[src/rtl/branch_hazard_ctrl_pkg.sv]
// Shared constants for the D-stage branch hazard scheduler:
// forwarding select encodings and the Tuse/Tnew classes of the ISA.
package branch_hazard_ctrl_pkg;

    localparam int unsigned AW_DEF   = 5;
    localparam int unsigned TW_DEF   = 2;
    localparam int unsigned CNTW_DEF = 32;

    typedef enum logic [1:0] {
        FWD_RF = 2'b00,
        FWD_E  = 2'b01,
        FWD_M  = 2'b10
    } fwd_sel_e;

    // Cycles until the consumer needs the operand, counted from D
    localparam logic [TW_DEF-1:0] TUSE_BR  = 2'd0;
    localparam logic [TW_DEF-1:0] TUSE_ALU = 2'd1;
    localparam logic [TW_DEF-1:0] TUSE_ST  = 2'd2;

    // Cycles after E entry until the producer's result exists
    localparam logic [TW_DEF-1:0] TNEW_LINK = 2'd0;
    localparam logic [TW_DEF-1:0] TNEW_ALU  = 2'd1;
    localparam logic [TW_DEF-1:0] TNEW_LD   = 2'd2;

endpackage

[src/rtl/branch_hazard_ctrl_if.sv]
// D-stage request and hazard-decision bundle between the decode stage
// (master) and the hazard scheduler (slave).
interface branch_hazard_ctrl_if #(
    parameter int unsigned AW   = 5,
    parameter int unsigned TW   = 2,
    parameter int unsigned CNTW = 32
) ();

    logic            d_valid;
    logic            d_branch;
    logic [AW-1:0]   d_rs;
    logic [AW-1:0]   d_rt;
    logic [TW-1:0]   d_tuse_rs;
    logic [TW-1:0]   d_tuse_rt;
    logic [AW-1:0]   d_wa;
    logic [TW-1:0]   d_tnew;
    logic            ext_stall;
    logic            flush;

    logic            stall;
    logic [1:0]      fwd_rs;
    logic [1:0]      fwd_rt;
    logic            cmp_en;
    logic [CNTW-1:0] stall_cnt;

    modport master (
        output d_valid, d_branch, d_rs, d_rt, d_tuse_rs, d_tuse_rt,
               d_wa, d_tnew, ext_stall, flush,
        input  stall, fwd_rs, fwd_rt, cmp_en, stall_cnt
    );

    modport slave (
        input  d_valid, d_branch, d_rs, d_rt, d_tuse_rs, d_tuse_rt,
               d_wa, d_tnew, ext_stall, flush,
        output stall, fwd_rs, fwd_rt, cmp_en, stall_cnt
    );

endinterface

[src/rtl/branch_hazard_ctrl_hazard_slot_match.sv]
// Per-source hazard evaluation against the E and M shadow slots:
// decides whether this operand forces a stall and where it is forwarded from.
module hazard_slot_match
    import branch_hazard_ctrl_pkg::*;
#(
    parameter int unsigned AW = 5,
    parameter int unsigned TW = 2
) (
    input  logic [AW-1:0] src,
    input  logic [TW-1:0] tuse,
    input  logic          e_valid,
    input  logic [AW-1:0] e_wa,
    input  logic [TW-1:0] e_tnew,
    input  logic          m_valid,
    input  logic [AW-1:0] m_wa,
    input  logic [TW-1:0] m_tnew,
    output logic          stall_c,
    output fwd_sel_e      fwd_c
);

    logic e_hit;
    logic m_hit;

    // $0 is hard-wired, so it never matches an in-flight writer
    assign e_hit = e_valid && (src != '0) && (src == e_wa);
    assign m_hit = m_valid && (src != '0) && (src == m_wa);

    always_comb begin : eval
        stall_c = 1'b0;
        fwd_c   = FWD_RF;
        if ((e_hit && (e_tnew > tuse)) || (m_hit && (m_tnew > tuse))) begin
            stall_c = 1'b1;
        end
        // Youngest ready writer wins; W is covered by the write-through regfile
        if (e_hit && (e_tnew == '0)) begin
            fwd_c = FWD_E;
        end else if (m_hit && (m_tnew == '0)) begin
            fwd_c = FWD_M;
        end
    end

endmodule

[src/rtl/branch_hazard_ctrl.sv]
// D-stage hazard scheduler: tracks in-flight writers in E and M, derives
// stall/forwarding for both D operands and counts stall cycles.
module branch_hazard_ctrl
    import branch_hazard_ctrl_pkg::*;
#(
    parameter int unsigned AW   = AW_DEF,
    parameter int unsigned TW   = TW_DEF,
    parameter int unsigned CNTW = CNTW_DEF
) (
    input  logic                 clk,
    input  logic                 reset,
    branch_hazard_ctrl_if.slave  bus
);

    logic            e_valid;
    logic [AW-1:0]   e_wa;
    logic [TW-1:0]   e_tnew;
    logic            m_valid;
    logic [AW-1:0]   m_wa;
    logic [TW-1:0]   m_tnew;
    logic [CNTW-1:0] stall_cnt_q;

    logic            rs_stall;
    logic            rt_stall;
    fwd_sel_e        rs_fwd;
    fwd_sel_e        rt_fwd;
    logic            stall_c;
    logic            issue_c;

    hazard_slot_match #(.AW(AW), .TW(TW)) u_rs_match (
        .src     (bus.d_rs),
        .tuse    (bus.d_tuse_rs),
        .e_valid (e_valid),
        .e_wa    (e_wa),
        .e_tnew  (e_tnew),
        .m_valid (m_valid),
        .m_wa    (m_wa),
        .m_tnew  (m_tnew),
        .stall_c (rs_stall),
        .fwd_c   (rs_fwd)
    );

    hazard_slot_match #(.AW(AW), .TW(TW)) u_rt_match (
        .src     (bus.d_rt),
        .tuse    (bus.d_tuse_rt),
        .e_valid (e_valid),
        .e_wa    (e_wa),
        .e_tnew  (e_tnew),
        .m_valid (m_valid),
        .m_wa    (m_wa),
        .m_tnew  (m_tnew),
        .stall_c (rt_stall),
        .fwd_c   (rt_fwd)
    );

    // Decision outputs are combinational so the stall takes effect this cycle
    always_comb begin : decide
        stall_c = ~reset & bus.d_valid & (rs_stall | rt_stall);
        issue_c = bus.d_valid & ~stall_c & ~bus.ext_stall;
    end

    assign bus.stall     = stall_c;
    assign bus.fwd_rs    = reset ? FWD_RF : rs_fwd;
    assign bus.fwd_rt    = reset ? FWD_RF : rt_fwd;
    assign bus.cmp_en    = ~reset & bus.d_valid & bus.d_branch & ~stall_c
                         & ~bus.ext_stall & ~bus.flush;
    assign bus.stall_cnt = stall_cnt_q;

    // Shadow E/M slots: flush kills both, ext_stall freezes both
    always_ff @(posedge clk or posedge reset) begin : slot_pipe
        if (reset) begin
            e_valid <= 1'b0;
            e_wa    <= '0;
            e_tnew  <= '0;
            m_valid <= 1'b0;
            m_wa    <= '0;
            m_tnew  <= '0;
        end else if (bus.flush) begin
            e_valid <= 1'b0;
            e_wa    <= '0;
            e_tnew  <= '0;
            m_valid <= 1'b0;
            m_wa    <= '0;
            m_tnew  <= '0;
        end else if (!bus.ext_stall) begin
            m_valid <= e_valid;
            m_wa    <= e_wa;
            m_tnew  <= (e_tnew == '0) ? '0 : e_tnew - TW'(1);
            if (issue_c) begin
                e_valid <= (bus.d_wa != '0);
                e_wa    <= bus.d_wa;
                e_tnew  <= bus.d_tnew;
            end else begin
                e_valid <= 1'b0;
                e_wa    <= '0;
                e_tnew  <= '0;
            end
        end
    end

    // Saturating count of cycles actually lost to hazard stalls
    always_ff @(posedge clk or posedge reset) begin : stall_counter
        if (reset) begin
            stall_cnt_q <= '0;
        end else if (stall_c && !bus.ext_stall && (stall_cnt_q != '1)) begin
            stall_cnt_q <= stall_cnt_q + CNTW'(1);
        end
    end

endmodule

[src/flat_wrapper.sv]
// flat-port wrapper written by rule: the top's interface ports become plain ports
module branch_hazard_ctrl_flat import branch_hazard_ctrl_pkg::*;
#(
    parameter int unsigned AW   = AW_DEF,
    parameter int unsigned TW   = TW_DEF,
    parameter int unsigned CNTW = CNTW_DEF
)
  (clk, reset, bus_d_valid, bus_d_branch, bus_d_rs, bus_d_rt, bus_d_tuse_rs, bus_d_tuse_rt, bus_d_wa, bus_d_tnew, bus_ext_stall, bus_flush, bus_stall, bus_fwd_rs, bus_fwd_rt, bus_cmp_en, bus_stall_cnt);
  branch_hazard_ctrl_if #(.AW(AW), .TW(TW), .CNTW(CNTW)) bus_i ();
  input  logic clk;
  input  logic reset;
  input wire logic [$bits(bus_i.d_valid)-1:0] bus_d_valid;
  input wire logic [$bits(bus_i.d_branch)-1:0] bus_d_branch;
  input wire logic [$bits(bus_i.d_rs)-1:0] bus_d_rs;
  input wire logic [$bits(bus_i.d_rt)-1:0] bus_d_rt;
  input wire logic [$bits(bus_i.d_tuse_rs)-1:0] bus_d_tuse_rs;
  input wire logic [$bits(bus_i.d_tuse_rt)-1:0] bus_d_tuse_rt;
  input wire logic [$bits(bus_i.d_wa)-1:0] bus_d_wa;
  input wire logic [$bits(bus_i.d_tnew)-1:0] bus_d_tnew;
  input wire logic [$bits(bus_i.ext_stall)-1:0] bus_ext_stall;
  input wire logic [$bits(bus_i.flush)-1:0] bus_flush;
  output wire logic [$bits(bus_i.stall)-1:0] bus_stall;
  output wire logic [$bits(bus_i.fwd_rs)-1:0] bus_fwd_rs;
  output wire logic [$bits(bus_i.fwd_rt)-1:0] bus_fwd_rt;
  output wire logic [$bits(bus_i.cmp_en)-1:0] bus_cmp_en;
  output wire logic [$bits(bus_i.stall_cnt)-1:0] bus_stall_cnt;
  assign bus_i.d_valid = bus_d_valid;
  assign bus_i.d_branch = bus_d_branch;
  assign bus_i.d_rs = bus_d_rs;
  assign bus_i.d_rt = bus_d_rt;
  assign bus_i.d_tuse_rs = bus_d_tuse_rs;
  assign bus_i.d_tuse_rt = bus_d_tuse_rt;
  assign bus_i.d_wa = bus_d_wa;
  assign bus_i.d_tnew = bus_d_tnew;
  assign bus_i.ext_stall = bus_ext_stall;
  assign bus_i.flush = bus_flush;
  assign bus_stall = bus_i.stall;
  assign bus_fwd_rs = bus_i.fwd_rs;
  assign bus_fwd_rt = bus_i.fwd_rt;
  assign bus_cmp_en = bus_i.cmp_en;
  assign bus_stall_cnt = bus_i.stall_cnt;
  branch_hazard_ctrl #(.AW(AW), .TW(TW), .CNTW(CNTW)) u_core (.clk(clk), .reset(reset), .bus(bus_i));
endmodule
[config.mk]
export PLATFORM = sky130hd
export DESIGN_NAME = branch_hazard_ctrl_flat
export DESIGN_NICKNAME = d
export VERILOG_FILES = /design/src/rtl/branch_hazard_ctrl_pkg.sv /design/src/rtl/branch_hazard_ctrl_if.sv /design/src/rtl/branch_hazard_ctrl_hazard_slot_match.sv /design/src/rtl/branch_hazard_ctrl.sv /design/src/flat_wrapper.sv
export SDC_FILE = /design/constraint.sdc
export NUM_CORES = 1
export LEC_CHECK = 0
export CAP_MARGIN = 20
export CORE_ASPECT_RATIO = 1.1
export CORE_MARGIN = 2
export CORE_UTILIZATION = 54
export DETAILED_ROUTE_END_ITERATION = 10
export GPL_ROUTABILITY_DRIVEN = 0
export PLACE_DENSITY = 0.93
export SLEW_MARGIN = 0
export SYNTH_ARGS = -nofsm -noshare
export SYNTH_HDL_FRONTEND = slang
export SYNTH_SLANG_ARGS = --single-unit
[constraint.sdc]
create_clock -name clk -period 4.1 [get_ports clk]
set_clock_uncertainty 0.1 [all_clocks]
set_input_delay 0.82 -clock clk [delete_from_list [all_inputs] [get_ports clk]]
set_output_delay 0.82 -clock clk [all_outputs]
set_load 0.01 [all_outputs]
==> summary.md <==
| Metric | Value |
|---|---|
| Clock sink total | 48 |
| Initial core utilization | 56.5% |
| CP Cell Sequence | clkdlybuf4s50_1, or4_1, o211ai_1, a2111oi_2, nor4_4, and4b_1, dlygate4sd2_1 |
| Worst path bufs/invs | 2 |
| Layout cells sized above 1 | 8.72% |
| Number of H-tree levels | 2 |
| Cell Int Power | 0.668 mW |
| Placed insts | 417 |
| Worst vdd ir | 182 µV |
| Area growth from synthesis to layout | 30.3% |
| Placed cell area | 3630 µm² |
| R2r worst-path depth | 8 |
| Critical Path RT | 3.18 ns |
| Psw | 0.215 mW |
| Clock transition at the registers of the reported paths | 0.07 ns |
| Min Tclk post-route | 3.95 ns |
| Yosys Warn Count | 0 |
| Clock Power Share | 33.1% |
| Pwr Total | 0.882 mW |
| Distinct cells, synth | 43 |
| Sequential fraction of design power | 55.1% |
| Post-Route Setup TNS | 0 ns |
| Core area | 5070 µm² |
| Synth Net Count | 327 |
| Synthesized area per cell | 9.83 µm² |
| Arrival time worst endpoint | 3.03 ns |
| RSZ-0062 raised after global routing | no |
| Sequential element share of the synthesized area | 42.0% |
| # rows | 27 |
| DR vias/cell | 5.84 |
| Pre-antenna DRT Iters | 4 |
| Final cycle utilization of the critical path | 96.4% |
| Final Hold Viols | 0 |
| Worst setup margin | 0.146 ns |
| Die height | 80.3 µm |
| WS Path Type | in -> out |
| Pwr/cell area | 237 nW/µm² |
| Io pins | 65 |
| Final Hold Slack | 0.400 ns |
| Largest net degree at the start of global routing | 50 |
| Lkg Pwr | 1.70 nW |
| Max cap viols | 0 |
| HP Class | reg -> reg |
| Nets@finish | 402 |
| CP Max Fanout | 2 |
| Post-Synthesis Cell Area | 2860 µm² |
| Vias in the first global route | 2504 |
| Ant. Diodes | 0 |
| Die area | 5900 µm² |
| Post-route DRC | 0 |
| Max incr delay on CP | 0.56 ns |
| Setup-failing EPs final | 0 |
| Worst Setup SP | bus_d_rt[0] |
| IO buf count | 64 |
| #FFs+latches synth | 48 |
| Status | completed |
| Worst Tran Pin Value | 0.598 ns |
| Final Util | 73.6% |
| Nature of the critical path endpoint | primary output |
| CTS tree | done |
| Crit start category | input pin |
| Detailed placer's ending HPWL | 5290 µm |
| Reg-to-reg slack, setup | 1.23 ns |
| Worst-path cell with the longest stage delay | or4_1 |
| GRT Total Usage | 25.8% |
| Mapped Cells | 291 |
| Via Count | 2480 |
| Switching Fraction | 24.3% |
| Combinational share of power | 11.8% |
| Worst r2r dst | u_core.bus.stall_cnt[17]$_DFFE_PP0P_ |
| Fin. max-slew vios | 0 |
| Grt ovf | 0 |
| Clk root buf | clkbuf_8 |
| First-pass GRT wire length | 11800 µm |
| Clock Path Buffers | 2 |
| Dpl ws | -0.163 ns |
| CP top delay family | simple AND/OR/NAND/NOR gates |
| Wire length per cell | 16.6 µm |
| Worst skew pair latency | 0.31 ns |
| Die W | 73.4 µm |
| FF-to-FF Start | u_core.m_wa[0]$_DFFE_PP0P_ |
| Iteration-0 DRC Markers | 122 |
| Levels on crit path | 7 |
| Final std cells w/o fill | 425 |
| Post-CTS Setup Inserts | 0 |
| F_max | 0.253 GHz |
| Initial antenna violation count | 0 |
| Final Instance Area | 3730 µm² |
| Max-slew headroom | 60.0% |
| Antenna-violating nets left | 0 |
| CTS buffer count | 5 |
| CP Capture Point | bus_cmp_en |
| Total Wirelength | 7050 µm |
synthesized netlist by cell type, drive strengths merged:
| cell type | number | area (µm²) |
|---|---|---|
| and3 | 4 | 25.0 |
| o21ai | 2 | 10.0 |
| xor2 | 30 | 263 |
| ha | 9 | 113 |
| o211ai | 2 | 15.0 |
| nor4b | 3 | 41.3 |
| a211o | 1 | 8.76 |
| nor3b | 2 | 15.0 |
| or4 | 3 | 26.3 |
| or4b | 1 | 10.0 |
| buf | 4 | 21.3 |
| or3 | 1 | 6.26 |
| nor2 | 25 | 93.8 |
| nor3 | 24 | 125 |
| and2 | 1 | 6.26 |
| a2111oi | 4 | 43.8 |
| clkbuf | 4 | 15.0 |
| nand3 | 14 | 70.1 |
| a21oi | 6 | 30.0 |
| nor2b | 3 | 18.8 |
| xnor2 | 19 | 166 |
| nor4 | 8 | 103 |
| and4 | 4 | 35.0 |
| and4b | 1 | 10.0 |
| mux2 | 1 | 11.3 |
| nand2b | 3 | 18.8 |
| inv | 15 | 56.3 |
| o31a | 2 | 17.5 |
| a22o | 8 | 70.1 |
| mux2i | 6 | 60.1 |
| nand4 | 11 | 68.8 |
| dfrtp | 48 | 1200 |
| nand2 | 21 | 78.8 |
| o21bai | 1 | 7.51 |
cells by family (layout without fill, tap and decap cells):
kind of cell               Yosys count  count (layout)  synth area share [%]
muxes                                7               7                  2.49
and+or+nand+nor                    129             129                  26.3
xor gates and xnor gates            49              49                  15.0
buffers and inverters               23              99                  3.24
adders and majority gates            9               9                  3.94
AOI/OAI and AO/OA                   26              26                  7.08
DFF                                 48              48                  42.0
sequential cells by signal, summed over array words and instances, names as in the netlist:
signal / flops
u_core.m_wa: 5
u_core.e_wa: 5
u_core.m_tnew: 2
u_core.m_valid: 1
u_core.e_tnew: 2
u_core.bus.stall_cnt: 32
u_core.e_valid: 1
routing by layer:
layer  up-vias  routed length [µm]  global-route usage (%)
met5         -                   0                       0
met1      1197                3050                    32.5
met3        11                 361                    4.89
met4         0                 108                    9.09
li1       1186                   -                       -
met2        86                3530                    44.0
timing repair:
item                                    4_1_cts  5_1_grt
cloned                                        0        0
pin swaps                                     1        0
hold endpoints to repair                      0        0
endpoints found under the setup margin        3        1
hold buffers                                  0        0
resized for setup                             5        1
cell type report:
type	instances	area [µm²]
clock inverters	1	7.51
fillers	359	1340
inverters	15	56.3
flip-flops and latches	48	1200
clock buffers	7	86.3
well taps	58	72.6
multi-input cells	220	1570
repair buffers	76	731
worst min-delay path by stage:
stage	startpoint	end	cells after the start
after floorplan	u_core.m_tnew[0]$_DFFE_PP0P_	u_core.m_tnew[0]$_DFFE_PP0P_	2
after global routing	u_core.bus.stall_cnt[7]$_DFFE_PP0P_	u_core.bus.stall_cnt[7]$_DFFE_PP0P_	1
after CTS	u_core.bus.stall_cnt[10]$_DFFE_PP0P_	u_core.bus.stall_cnt[10]$_DFFE_PP0P_	1
after global placement	u_core.bus.stall_cnt[10]$_DFFE_PP0P_	u_core.bus.stall_cnt[10]$_DFFE_PP0P_	1
final	u_core.bus.stall_cnt[10]$_DFFE_PP0P_	u_core.bus.stall_cnt[10]$_DFFE_PP0P_	1
after detailed placement	u_core.bus.stall_cnt[10]$_DFFE_PP0P_	u_core.bus.stall_cnt[10]$_DFFE_PP0P_	1
cells in the final DEF (no fill, tap or decap), drive strengths merged, types with 6 or more instances in the layout:
| master | Yosys | layout |
|---|---|---|
| nand2 | 21 | 21 |
| ha | 9 | 9 |
| a21oi | 6 | 6 |
| nand3 | 14 | 14 |
| buf | 4 | 12 |
| mux2i | 6 | 6 |
| inv | 15 | 15 |
| xnor2 | 19 | 19 |
| nor4 | 8 | 8 |
| clkdlybuf4s50 | 0 | 61 |
| nor2 | 25 | 25 |
| clkbuf | 4 | 7 |
| xor2 | 30 | 30 |
| dfrtp | 48 | 48 |
| nand4 | 11 | 11 |
| a22o | 8 | 8 |
| nor3 | 24 | 24 |
power by group through the flow:
stage | registers [mW] | logic [mW] | clock network [mW]
final | 0.486 | 0.104 | 0.292
after global routing | 0.486 | 0.114 | 0.320
after CTS | 0.485 | 0.104 | 0.298
after detailed placement | 0.495 | 0.103 | 0
after global placement | 0.494 | 0.0985 | 0
after floorplan | 0.492 | 0.0513 | 0
No activity file was read; power rests on OpenSTA's default activity.
